$ cat src/rtl/set_state_wr_array_pkg.sv
// rtl/set_state_wr_array_pkg.sv - shared defaults and FSM encoding for the per-set state store
package set_state_wr_array_pkg;

    localparam int DEF_W        = 2;
    localparam int DEF_N        = 128;
    localparam int DEF_SEL_W    = 7;
    localparam int DEF_INIT_VAL = 0;

    typedef enum logic {
        ST_IDLE  = 1'b0,
        ST_FLUSH = 1'b1
    } state_t;

endpackage

$ cat src/rtl/set_state_wr_array_wr_decoder128.sv
// rtl/set_state_wr_array_wr_decoder128.sv - index plus enable to one-hot write strobe
module wr_decoder128
    import set_state_wr_array_pkg::*;
#(
    parameter int N     = DEF_N,
    parameter int SEL_W = DEF_SEL_W
) (
    input  logic             en,
    input  logic [SEL_W-1:0] sel,
    output logic [N-1:0]     strobe
);

    always_comb begin
        strobe = '0;
        if (en) strobe = N'(1) << sel;
    end

endmodule

$ cat src/rtl/set_state_wr_array.sv
// rtl/set_state_wr_array.sv - per-set state store write side with flush sequencer and read port
// Optional forwarding of same-edge writes/flush clears to the read port: STATE_ARRAY_FWD_EN
module set_state_wr_array
    import set_state_wr_array_pkg::*;
#(
    parameter int             W        = DEF_W,
    parameter int             N        = DEF_N,
    parameter int             SEL_W    = DEF_SEL_W,
    parameter logic [W-1:0]   INIT_VAL = W'(DEF_INIT_VAL)
) (
    input  logic             clk,
    input  logic             rst_n,
    input  logic             wr_en,
    output logic             wr_ready,
    input  logic [SEL_W-1:0] wr_sel,
    input  logic [W-1:0]     wr_data,
    input  logic             rd_en,
    input  logic [SEL_W-1:0] rd_sel,
    output logic [W-1:0]     rd_data,
    output logic             rd_valid,
    input  logic             flush_req,
    output logic             busy,
    output logic [N*W-1:0]   flat_out
);

    state_t           state;
    logic [SEL_W-1:0] cnt;
    logic [W-1:0]     ent [N];
    logic [N-1:0]     wr_strobe;
    logic             wr_acc;

    // Gating with rst_n keeps ready low for the whole reset, not just after the first edge.
    assign wr_ready = rst_n && (state == ST_IDLE);
    assign wr_acc   = wr_en && wr_ready;
    assign busy     = (state == ST_FLUSH);

    wr_decoder128 #(.N(N), .SEL_W(SEL_W)) u_dec (
        .en     (wr_acc),
        .sel    (wr_sel),
        .strobe (wr_strobe)
    );

    always_ff @(posedge clk or negedge rst_n) begin
        if (!rst_n) begin
            state <= ST_IDLE;
            cnt   <= '0;
        end else begin
            case (state)
                ST_IDLE: begin
                    cnt <= '0;
                    if (flush_req) state <= ST_FLUSH;
                end
                ST_FLUSH: begin
                    cnt <= cnt + 1'b1;
                    if (cnt == SEL_W'(N-1)) state <= ST_IDLE;
                end
                default: state <= ST_IDLE;
            endcase
        end
    end

    // Writes only happen in IDLE and clears only in FLUSH, so the two never collide.
    always_ff @(posedge clk or negedge rst_n) begin
        if (!rst_n) begin
            for (int i = 0; i < N; i++) ent[i] <= INIT_VAL;
        end else begin
            for (int i = 0; i < N; i++) begin
                if (wr_strobe[i])
                    ent[i] <= wr_data;
                else if (state == ST_FLUSH && cnt == SEL_W'(i))
                    ent[i] <= INIT_VAL;
            end
        end
    end

    always_ff @(posedge clk or negedge rst_n) begin
        if (!rst_n) begin
            rd_data  <= '0;
            rd_valid <= 1'b0;
        end else begin
            rd_valid <= rd_en;
            if (rd_en) begin
`ifdef STATE_ARRAY_FWD_EN
                if (wr_acc && rd_sel == wr_sel)
                    rd_data <= wr_data;
                else if (state == ST_FLUSH && rd_sel == cnt)
                    rd_data <= INIT_VAL;
                else
                    rd_data <= ent[rd_sel];
`else
                rd_data <= ent[rd_sel];
`endif
            end
        end
    end

    always_comb begin
        flat_out = '0;
        for (int i = 0; i < N; i++) flat_out[i*W +: W] = ent[i];
    end

endmodule

$ cat config.mk
export PLATFORM = sky130hd
export DESIGN_NAME = set_state_wr_array
export DESIGN_NICKNAME = d
export VERILOG_FILES = /design/src/rtl/set_state_wr_array_pkg.sv /design/src/rtl/set_state_wr_array_wr_decoder128.sv /design/src/rtl/set_state_wr_array.sv
export SDC_FILE = /design/constraint.sdc
export NUM_CORES = 1
export LEC_CHECK = 0
export BUFFER_PORTS_ARGS = -buffer_cell sky130_fd_sc_hd__buf_2
export CORE_ASPECT_RATIO = 0.9
export CORE_UTILIZATION = 36
export CTS_CLUSTER_SIZE = 25
export DETAILED_ROUTE_END_ITERATION = 12
export MAX_ROUTING_LAYER = met4
export PLACE_DENSITY = 0.65
export RECOVER_POWER = 25
export SLEW_MARGIN = 30
export SYNTH_ARGS = -nofsm -noshare
export SYNTH_HDL_FRONTEND = slang
export SYNTH_SLANG_ARGS = --single-unit
$ cat constraint.sdc
create_clock -name clk -period 3.4 [get_ports clk]
set_input_delay 0.68 -clock clk [delete_from_list [all_inputs] [get_ports clk]]
set_output_delay 0.68 -clock clk [all_outputs]
set_load 0.01 [all_outputs]
# Yosys cells after proc, flatten, opt, wreduce, memory -nomap -nowiden
# Cells that the tools add are included.
# word_totals
ff_bits	267
in_bits	21
out_inout_bits	261
# classes
addsub	1
order_cmp	1
n_eq_ne	127
shift	1
muxes	264
n_bitwise	2
reduce_logical	259
# op_table
operator	n
$mux 2	258
$eq 7x7->1 const B	64
$reduce_bool 2->1	128
$eq 7x6->1 const B	32
$logic_and 1x1->1	130
$mux 128	1
$shl 1x7->128 const A	1
$eq 7x5->1 const B	16
$eq 7x4->1 const B	8
$eq 7x3->1 const B	4
$bmux 2 s7	1
$eq 7x2->1 const B	2
$pmux 7 s2	1
$ge 8x8->1 const B	1
$not 7->8	1
$add 7x1->7 const B	1
$eq 7x1->1 const B	1
$logic_not 7->1	1
$mux 1	2
$pmux 1 s2	1
$not 1->1	1

# Depth between registers and ports, before layout
# Gate-level depths: netlist of the first run.
# logic_depth
ltp_word	5
depth_mapped	10
depth_no_buf	7

# Hierarchy
# Synthesis of the first run repeated with hierarchy kept, for this count alone.
# hier_totals
cells_unflattened	1672
area_unflattened_um2	14343.8
# by_module_without_submodules
mod	n_inst	cells_each	area_each_um2
set_state_wr_array	1	1476	13311.5
wr_decoder128	1	196	1032.2

# Worst setup path after synthesis of the first run
# Ideal clock, no wire load.
# synth_timing
kind	input to register
start	input rd_sel[0]
end	register rd_data[1]
arrival_time_ns	2.208
t_required_ns	3.273
slack_ns	1.065
path_stages	7
path_cell_list	buf_6 -> buf_12 -> mux4_1 -> mux2_2 -> a22o_1 -> a211oi_2 -> o41ai_2
# synth_via
elab_chain_cells	4
# synth_rtl
item	line	source
start, declared	set_state_wr_array.sv:18	input logic [SEL_W-1:0] rd_sel,
$not 7->8 (not written as such)	set_state_wr_array.sv:91	rd_data <= ent[rd_sel];
$bmux 2 s7	set_state_wr_array.sv:91	
$mux 2 (not written as such) (2 in series)	set_state_wr_array.sv:91	
end signal, assigned	set_state_wr_array.sv:91	
end, declared	set_state_wr_array.sv:19	output logic [W-1:0] rd_data,
# Every way passes these cells. The select of a mux whose other input is x is not followed.
# A chain may end at the register's enable or synchronous reset.

# Worst setup path after layout of the first run
# layout_timing
start	register state (netlist: busy)
end	register ent (netlist bit flat_out[89])
# layout_via
elab_chain_cells	5
# layout_rtl
item	line	source
start, declared	set_state_wr_array.sv:26	state_t state;
start signal, assigned	set_state_wr_array.sv:45	state <= ST_IDLE;
start signal, assigned	set_state_wr_array.sv:51	if (flush_req) state <= ST_FLUSH;
start signal, assigned	set_state_wr_array.sv:55	if (cnt == SEL_W'(N-1)) state <= ST_IDLE;
$not 1->1	set_state_wr_array.sv:33	assign wr_ready = rst_n && (state == ST_IDLE);
$logic_and 1x1->1	set_state_wr_array.sv:33	
$logic_and 1x1->1	set_state_wr_array.sv:34	assign wr_acc = wr_en && wr_ready;
$mux 128	set_state_wr_array_wr_decoder128.sv:15	if (en) strobe = N'(1) << sel;
$mux 2 or $reduce_bool 2->1 (tied branches)	n/a	
end signal, assigned by index	set_state_wr_array.sv:69	ent[i] <= wr_data;
end, declared	set_state_wr_array.sv:28	logic [W-1:0] ent [N];
# Several ways; a longest one is shown, not always the timed one.

==> results.toml, run 1 <==
[status]
outcome = "complete, but fails checks"
violations = "max-capacitance violations, max-slew violations"

[die]
die_h_um = 192
row_count = 69
core_area_um2 = 39600
fp.dieArea_um2 = 41100
floorplan.initialDensity_pct = 36.6
die_width_um = 214
i_o_pins = 282

[sta]
max_slew.worst_pin.slew_ns = 1.77
grt_setup_unrepaired = "no"
slew-limit-headroom_pct = -18.3
hold_viol_final = 0
worst_slack_ns = 0.847
slew_viol_final = 69
finalCritPeriodShare_pct = 75.1
finalSetupViolations = 0
fin_hold_ws_ns = 0.417
setup_total_negative_slack_ns = 0
clock_skew_ns = 0.0114
period_minus_slack_ns = 2.55
fmax_mhz = 392

[route]
finalWirelength_um = 61600
ant_nets = 0
routed-via-count = 14091
drcViolationCount = 0
via_per_inst = 5.90
drt_first_pass_iters = 6
initialDrtViolationCount = 1641
detail_route.wl_per_cell_um = 25.8

[critical_path]
cp_slowest_cell = "nand4_1"
cp_max_fo = 18
cp-start-kind = "register"
cp_cell_instances = "clkbuf_1, nand4_1, o21ai_0, mux2i_1"
critPathRequiredTime_ns = 3.82
cp_data_arrival_time_ns = 2.97
worstSetupPathType = "register to register"
timing.critical_path.to_type = "register"
critical_path.max_stage_delay_ns = 0.88
cp_num_cells = 4
cp.buffers_inverters = 1
worst_r2r_path_depth = 4
cell_family_with_the_largest_share_of_critical_path_delay = "simple AND/OR/NAND/NOR gates"

[synthesis]
synth-main-ff-cell = "dfrtp_1"
async_reset_ff_share_pct = 100
synth_area_leader_cell = "dfrtp_1"
yosys-top-cells-area = "dfrtp_1 (46%), mux2i_1 (13%), nand2_1 (9.8%), o21ai_0 (7.7%), nand3_1 (4.0%)"
ys_warn_count = 0
mappedNetlistNets = 1592
synth-edff-count = 0
postSynthCellCount = 1567
post_synth.cell_area_avg_um2 = 9.26
synth_top_area_share_pct = 46.1
ys_types = 61
syn-cell-area_um2 = 14500
postSynthRegisterBits = 267
yosysSeqAreaShare_pct = 46.1

[global_route]
remaining_global_route_overflow = 0
global_route_wire_length_before_repair_um = 89900
vias_in_the_first_global_route = 13516
initial_antenna_violation_count = 4
grt_start_max_net_pins = 76
grt.total_usage_pct = 30.5

[clock_tree]
clock_path_buffers = 3
cts.sinks = 267
postCtsResizedCells = 0
clock_pin_transition_on_the_worst_setup_and_hold_timing_paths_ns = 0.06
cts_tree = "done"
clock_latency_ns = 0.56
cts_setup_buffers = 0
cts-htree-levels = 1
cts_buffers = 29
cts_root_buf = "clkbuf_16"
cts_hold_repair.buffers = 0

[place]
dp_hpwl_um = 45200
placement.setup.worst_slack_ns = 0.486
portBuffers = 281
globalplace.congestion = 0.990

[finish]
storage_element_area_um2 = 6680
proportion_of_layout_cells_with_a_drive_suffix_above_1_pct = 22.5
fill_cells = 3844
commonest_non_fill_non_tap_cell_in_the_layout = "nand2_1"
flow.area_growth_from_synthesis_pct = 20.6
layout_common_cells = "nand2_1 (379), buf_2 (277), dfrtp_1 (267)"
footprint_of_the_multi_input_gates_um2 = 7290
finalNetCount = 1857

[power]
seqPwrFrac_pct = 41.5
internal_power_w = 0.00801
leakagePower_nw = 8.14
pwr-share-comb_pct = 34.3
p_switching_w = 0.00542
cellPowerDensity_nw_per_um2 = 768
p_sw_share_pct = 40.4
clockPowerShare_pct = 24.2
power.ir.vdd_worst_v = 0.000319

[flow_run]
maxCapViolations = 1

[min_path]
hp-class = "input port to register"
whs_path_depth = 1
==> registers in the layout, summed over array words and instances, names as in the netlist <==
name	count
rd_valid	1
rd_data	2
flat_out	256
busy	1
cnt	7
==> per-layer routing <==
layer / routed length, µm / vias to the layer above / global-route usage, %
met5: 0 / - / -
met4: 2380 / 0 / 10.9
met3: 7190 / 154 / 8.61
met2: 26600 / 883 / 43.7
met1: 25400 / 6996 / 41.0
li1: - / 6058 / -
==> stage by stage <==
stage          std cells  power, W  util [%]  area [µm²]
2_1_floorplan       1567   0.00754         -       14500
3_3_place_gp        2333    0.0101      41.7       16500
3_5_place_dp        2333    0.0102      41.7       16500
4_1_cts             2383    0.0134      44.2       17500
5_1_grt             2387    0.0141      44.2       17500
6_report            2388    0.0134      44.2       17500
==> logic make-up after synthesis <==
kind of cell,after synthesis,share of synthesized area (%)
AND/OR/NAND/NOR,672,20.0
AO/OA/AOI/OAI,289,11.2
flip-flops,267,46.1
multiplexers,224,18.4
buffers and inverters,107,3.72
XOR/XNOR,4,0.242
adder cells (fa/ha/maj),4,0.345
==> power groups by stage <==
stage | clock network, W | registers (W) | logic (W)
6_report | 0.00325 | 0.00558 | 0.00461
3_5_place_dp | 0 | 0.00558 | 0.00459
3_3_place_gp | 0 | 0.00559 | 0.00446
4_1_cts | 0.00326 | 0.00554 | 0.00460
2_1_floorplan | 0 | 0.00549 | 0.00205
5_1_grt | 0.00339 | 0.00567 | 0.00503
==> area by class of cell <==
cell class	instances	area share (%)
diodes	5	0.0715
flip-flops and latches	267	38.2
well taps	532	3.80
multi-input cells	1193	41.7
repair buffers	334	10.7
inverters	7	0.150
clock inverters	6	0.615
clock buffers	44	4.87
==> path summary, 6_finish.rpt <==
path	startpoint	endpoint	slack, ns
worst min-delay path	rd_en	rd_valid$_DFF_PN0_	0.42
worst min register to register	cnt[0]$_DFF_PN0_	cnt[0]$_DFF_PN0_	0.52
worst max register to register	busy$_DFF_PN0_	flat_out[89]$_DFFE_PN0P_	0.85
max in group asynchronous	rst_n	flat_out[97]$_DFFE_PN0P_	1.10
worst max-delay path	busy$_DFF_PN0_	flat_out[89]$_DFFE_PN0P_	0.85
min in group asynchronous	rst_n	flat_out[200]$_DFFE_PN0P_	0.70
==> Yosys cell counts (3+ instances only) <==
| cell | number |
|---|---|
| or3_1 | 3 |
| ha_1 | 4 |
| a221oi_1 | 3 |
| and3_1 | 3 |
| nor2_1 | 88 |
| buf_4 | 5 |
| buf_1 | 14 |
| mux4_2 | 22 |
| nand3_1 | 115 |
| nor2b_1 | 16 |
| a21oi_1 | 5 |
| a211oi_1 | 3 |
| clkbuf_1 | 63 |
| inv_1 | 5 |
| a22o_1 | 4 |
| a31oi_1 | 4 |
| dfrtp_1 | 267 |
| xnor2_1 | 3 |
| buf_2 | 6 |
| buf_6 | 9 |
| or2_2 | 6 |
| o21ai_0 | 223 |
| nor4_1 | 3 |
| mux4_1 | 9 |
| o22ai_1 | 13 |
| mux2i_1 | 192 |
| nand4_1 | 4 |
| nor3_1 | 16 |
| a22oi_1 | 12 |
| and2_1 | 8 |
| nand2_1 | 379 |
| o221ai_1 | 4 |
| nand2b_1 | 16 |
(Power assumes the default switching activity.)
==> run 2, diff against run 1 <==
clock period = 2.5 ns   (was 3.4 ns; I/O delays follow)
==> run 2 against run 1 <==
- largest cell class unchanged
- the run still ends with max-capacitance violations, max-slew violations left
- fmax up 16%
- clock power up 34%
- setup slack worse by 0.55 ns
- sequential share of layout area down 0.87 points
- clock-buffer cell count down 3
==> results.toml, run 2 (synthesized netlist as in run 1, its figures left out) <==
[power]
cellPowerDensity_nw_per_um2 = 1020
clockPowerShare_pct = 23.7
p_switching_w = 0.00745
seqPwrFrac_pct = 41.6
internal_power_w = 0.0108
power.ir.vdd_worst_v = 0.000655
leakagePower_nw = 8.42
pwr-share-comb_pct = 34.7
p_sw_share_pct = 40.7

[route]
via_per_inst = 5.84
drt_first_pass_iters = 5
drcViolationCount = 0
routed-via-count = 14256
ant_nets = 0
initialDrtViolationCount = 1649
detail_route.wl_per_cell_um = 25.5
finalWirelength_um = 62400

[critical_path]
critPathRequiredTime_ns = 2.94
critical_path.max_stage_delay_ns = 0.55
cp_cell_instances = "mux4_1, mux2i_1, or3_1, o31ai_1, a311oi_1, buf_4, o32ai_1"
cp_slowest_cell = "mux4_1"
reg2reg_to = "rd_data[0]$_DFFE_PN0P_"
timing.reg2reg.setup_slack_ns = 0.30
worst_r2r_path_depth = 7
cp_max_fo = 3
worstSetupPathType = "register to register"
timing.critical_path.to_type = "register"
reg2reg_from = "flat_out[178]$_DFFE_PN0P_"
cp-start-kind = "register"
cp_data_arrival_time_ns = 2.64

[place]
portBuffers = 281
globalplace.congestion = 0.975
dp_hpwl_um = 46100
placement.setup.worst_slack_ns = -0.160
placed_cells = 2382

[clock_tree]
cts_tree = "done"
cts_buffers = 30
cts-htree-levels = 1
clock_pin_transition_on_the_worst_setup_and_hold_timing_paths_ns = 0.06
cts_root_buf = "clkbuf_16"
cts.sinks = 267
postCtsResizedCells = 0
cts_setup_buffers = 0
clock_path_buffers = 3
clock_latency_ns = 0.58
cts_hold_repair.buffers = 0

[sta]
worst_slack_ns = 0.302
fmax_mhz = 455
grt_setup_unrepaired = "no"
max_slew.worst_pin.slew_ns = 1.76
period_minus_slack_ns = 2.20
hold_viol_final = 0
finalSetupViolations = 0
fin_hold_ws_ns = 0.156
clock_skew_ns = 0.0239
slew-limit-headroom_pct = -17.0
finalCritPeriodShare_pct = 87.9
slew_viol_final = 69
setup_total_negative_slack_ns = 0

[global_route]
vias_in_the_first_global_route = 14004
global_route_wire_length_before_repair_um = 91100
grt.total_usage_pct = 31.1
grt_start_max_net_pins = 153
initial_antenna_violation_count = 4
remaining_global_route_overflow = 0

[finish]
commonest_non_fill_non_tap_cell_in_the_layout = "nand2_1"
footprint_of_the_multi_input_gates_um2 = 7290
utilization_pct = 45.2
flow.area_growth_from_synthesis_pct = 23.5
proportion_of_layout_cells_with_a_drive_suffix_above_1_pct = 24.8
layout_common_cells = "nand2_1 (379), buf_2 (277), dfrtp_1 (267)"
storage_element_area_um2 = 6680
max_ffs_per_register = 256
fill_cells = 3844
final_cells = 2442
finalNetCount = 1907

[min_path]
whs_path_depth = 1
whs_endpoint = "rd_valid$_DFF_PN0_"
hp-class = "input port to register"
timing.hold.worst.start = "rd_en"

[die]
floorplan.initialDensity_pct = 36.6
fp.dieArea_um2 = 41100
die_h_um = 192
i_o_pins = 282
core_area_um2 = 39600
die_width_um = 214
row_count = 69

[flow_run]
maxCapViolations = 1

[status]
outcome = "complete, but fails checks"
violations = "max-capacitance violations, max-slew violations"
[run 2: worst max-delay path by stage]
stage	from	to	slack, ns	cells past startpoint
2_1_floorplan	rd_sel[0]	rd_data[1]$_DFFE_PN0P_	0.35	7
3_3_place_gp	rd_sel[0]	rd_data[0]$_DFFE_PN0P_	-0.11	10
3_5_place_dp	rd_sel[0]	rd_data[0]$_DFFE_PN0P_	-0.16	10
4_1_cts	flat_out[178]$_DFFE_PN0P_	rd_data[0]$_DFFE_PN0P_	0.31	7
5_1_grt	cnt[3]$_DFF_PN0_	flat_out[237]$_DFFE_PN0P_	0.24	6
6_report	flat_out[178]$_DFFE_PN0P_	rd_data[0]$_DFFE_PN0P_	0.30	7
[run 2: critical path: cells and delay by family (launching register included)]
kind / cells / cell delay (ns)
muxes: 2 / 0.69
AOI/OAI and AO/OA: 3 / 0.59
buffers and inverters: 1 / 0.18
and+or+nand+nor: 1 / 0.13
DFF: 1 / 0.47
[run 2: through the flow]
step / instance area (µm²) / power [W]
after CTS: 17900 / 0.0183
after global placement: 16900 / 0.0138
final: 17900 / 0.0183
after floorplan: 14500 / 0.0103
after detailed placement: 16900 / 0.0139
after global routing: 17900 / 0.0192
[run 2: layout make-up]
cell class | count | share of cell area, %
multi-input combinational | 1193 | 40.7
sequential | 267 | 37.3
timing repair buffer | 383 | 12.7
clock buffer | 41 | 4.82
tap | 532 | 3.72
clock inverter | 13 | 0.517
inverter | 7 | 0.147
antenna | 6 | 0.0838
[run 2: power by group through the flow]
stage          Clock [W]  Sequential [W]  Combinational [W]
2_1_floorplan          0         0.00747            0.00279
3_5_place_dp           0         0.00763            0.00630
3_3_place_gp           0         0.00766            0.00610
4_1_cts          0.00436         0.00757            0.00632
5_1_grt          0.00454         0.00774            0.00691
6_report         0.00434         0.00762            0.00634
[run 2: layer usage]
metal | GRT usage [%] | share of wire (%)
met5 | - | 0
met1 | 40.8 | 40
met4 | 13.5 | 4.7
met2 | 44.2 | 43
met3 | 9.55 | 13
==> run 3, diff against run 2 <==
CORE_UTILIZATION = 45   (was 36)
PLACE_DENSITY = 0.76   (was 0.65)
==> run 3 against run 2 <==
- the run still ends with max-capacitance violations, max-slew violations left
- clock skew fell by 0.014 ns
- via count is 2.5% higher
- register-to-register slack improved by 0.06 ns
- final cell count is 4.7% lower
- wire length down 6.9%
- sequential share of layout area grew 0.20 points
- total power down 0.76%
- worst hold slack improved by 0.024 ns
- clock-buffer cell count increased by 4
- global-route usage increased by 4.9 points
- non-clock buffer count increased by 8
- largest cell class unchanged
- largest power group unchanged
==> results.toml, run 3 (synthesized netlist as in run 1, its figures left out) <==
[sta]
period_minus_slack_ns = 2.14
fmax_mhz = 467
setup_total_negative_slack_ns = 0
max_slew.worst_pin.slew_ns = 1.72
fin_hold_ws_ns = 0.180
slew_viol_final = 123
grt_setup_unrepaired = "no"
hold_viol_final = 0
slew-limit-headroom_pct = -14.4
finalCritPeriodShare_pct = 85.6
finalSetupViolations = 0
clock_skew_ns = 0.0103

[clock_tree]
clock_latency_ns = 0.56
cts_tree = "done"
clock_pin_transition_on_the_worst_setup_and_hold_timing_paths_ns = 0.06
cts_setup_buffers = 0
cts_buffers = 28
postCtsResizedCells = 0
clock_path_buffers = 3
cts.sinks = 267
cts_hold_repair.buffers = 0
cts-htree-levels = 1
cts_root_buf = "clkbuf_16"

[status]
violations = "max-capacitance violations, max-slew violations"
outcome = "complete, but fails checks"

[global_route]
grt_start_max_net_pins = 146
global_route_wire_length_before_repair_um = 85500
grt.total_usage_pct = 36.0
remaining_global_route_overflow = 0
vias_in_the_first_global_route = 13932
initial_antenna_violation_count = 9

[min_path]
whs_endpoint = "busy$_DFF_PN0_"
hp-class = "input port to register"
timing.hold.worst.start = "flush_req"
whs_path_depth = 2

[power]
cellPowerDensity_nw_per_um2 = 1020
power.ir.vdd_worst_v = 0.000584
leakagePower_nw = 8.43

[route]
detail_route.wl_per_cell_um = 25.0
drt_first_pass_iters = 8
drcViolationCount = 0
initialDrtViolationCount = 1835
ant_nets = 0
routed-via-count = 14612
finalWirelength_um = 58100
via_per_inst = 6.28

[place]
portBuffers = 281
placed_cells = 2267
dp_hpwl_um = 42800
globalplace.congestion = 0.986

[finish]
max_ffs_per_register = 256
finalNetCount = 1913
commonest_non_fill_non_tap_cell_in_the_layout = "nand2_1"
utilization_pct = 56.9
fill_cells = 2725
layout_common_cells = "nand2_1 (379), buf_2 (277), dfrtp_1 (267)"
flow.area_growth_from_synthesis_pct = 22.8
final_cells = 2327
proportion_of_layout_cells_with_a_drive_suffix_above_1_pct = 24.7

[flow_run]
maxCapViolations = 1

[die]
row_count = 61
fp.dieArea_um2 = 33000
floorplan.initialDensity_pct = 46.4
die_h_um = 172
i_o_pins = 282
die_width_um = 191
core_area_um2 = 31300

[critical_path]
worstSetupPathType = "register to register"
cp_data_arrival_time_ns = 2.58
timing.reg2reg.setup_slack_ns = 0.36
reg2reg_to = "rd_data[1]$_DFFE_PN0P_"
reg2reg_from = "flat_out[235]$_DFFE_PN0P_"
critical_path.max_stage_delay_ns = 0.51
cp.buffers_inverters = 0
critPathRequiredTime_ns = 2.94
cell_family_with_the_largest_share_of_critical_path_delay = "multiplexers"
cp_max_fo = 3
cp-start-kind = "register"
worst_r2r_path_depth = 6
cp_slowest_cell = "mux4_1"
timing.critical_path.to_type = "register"
cp_cell_instances = "mux4_1, mux2i_1, nand2_1, a22o_1, a211oi_2, o41ai_2"
[run 3: power by group]
| group | leakage, nW | switching [W] | internal [W] | total [W] |
|---|---|---|---|---|
| sequential | 2.86 | 0.00175 | 0.00579 | 0.00754 |
| clock | 0.459 | 0.00179 | 0.00253 | 0.00433 |
| combinational | 5.11 | 0.00373 | 0.00256 | 0.00629 |
| total | 8.43 | 0.00728 | 0.0109 | 0.0182 |
[run 3: metal layers]
layer	track usage (%)	share of wire [%]	wire, µm
met1	48.9	40	23000
met4	16.4	5.2	3020
met2	50.5	42	24500
met3	9.15	13	7650
met5	-	0	0
[run 3: area by class of cell]
type / instances / area, µm² / share of cell area (%)
clock buffer: 45 / 856 / 4.80
inverter: 7 / 26.3 / 0.147
timing repair buffer: 391 / 2350 / 13.2
sequential: 267 / 6680 / 37.5
tap: 409 / 512 / 2.87
antenna: 9 / 22.5 / 0.126
multi-input combinational: 1193 / 7290 / 40.9
clock inverter: 6 / 82.6 / 0.464
[run 3: worst max-delay path by stage]
stage                               from                   endpoint  slack (ns)  cells past startpoint
6_report       flat_out[235]$_DFFE_PN0P_     rd_data[1]$_DFFE_PN0P_        0.36                      6
5_1_grt                   busy$_DFF_PN0_  flat_out[220]$_DFFE_PN0P_        0.24                      7
4_1_cts        flat_out[186]$_DFFE_PN0P_     rd_data[0]$_DFFE_PN0P_        0.39                      7
3_5_place_dp                   rd_sel[0]     rd_data[0]$_DFFE_PN0P_       -0.18                      8
3_3_place_gp                   rd_sel[0]     rd_data[0]$_DFFE_PN0P_       -0.13                      8
2_1_floorplan                  rd_sel[0]     rd_data[1]$_DFFE_PN0P_        0.35                      7
[run 3: metrics by stage]
step	instance area [µm²]	power, W	setup slack [ns]
5_1_grt	17800	0.0190	0.245
3_5_place_dp	16900	0.0137	-0.175
3_3_place_gp	16900	0.0135	-0.126
4_1_cts	17800	0.0180	0.386
6_report	17800	0.0182	0.359
2_1_floorplan	14500	0.0103	0.345
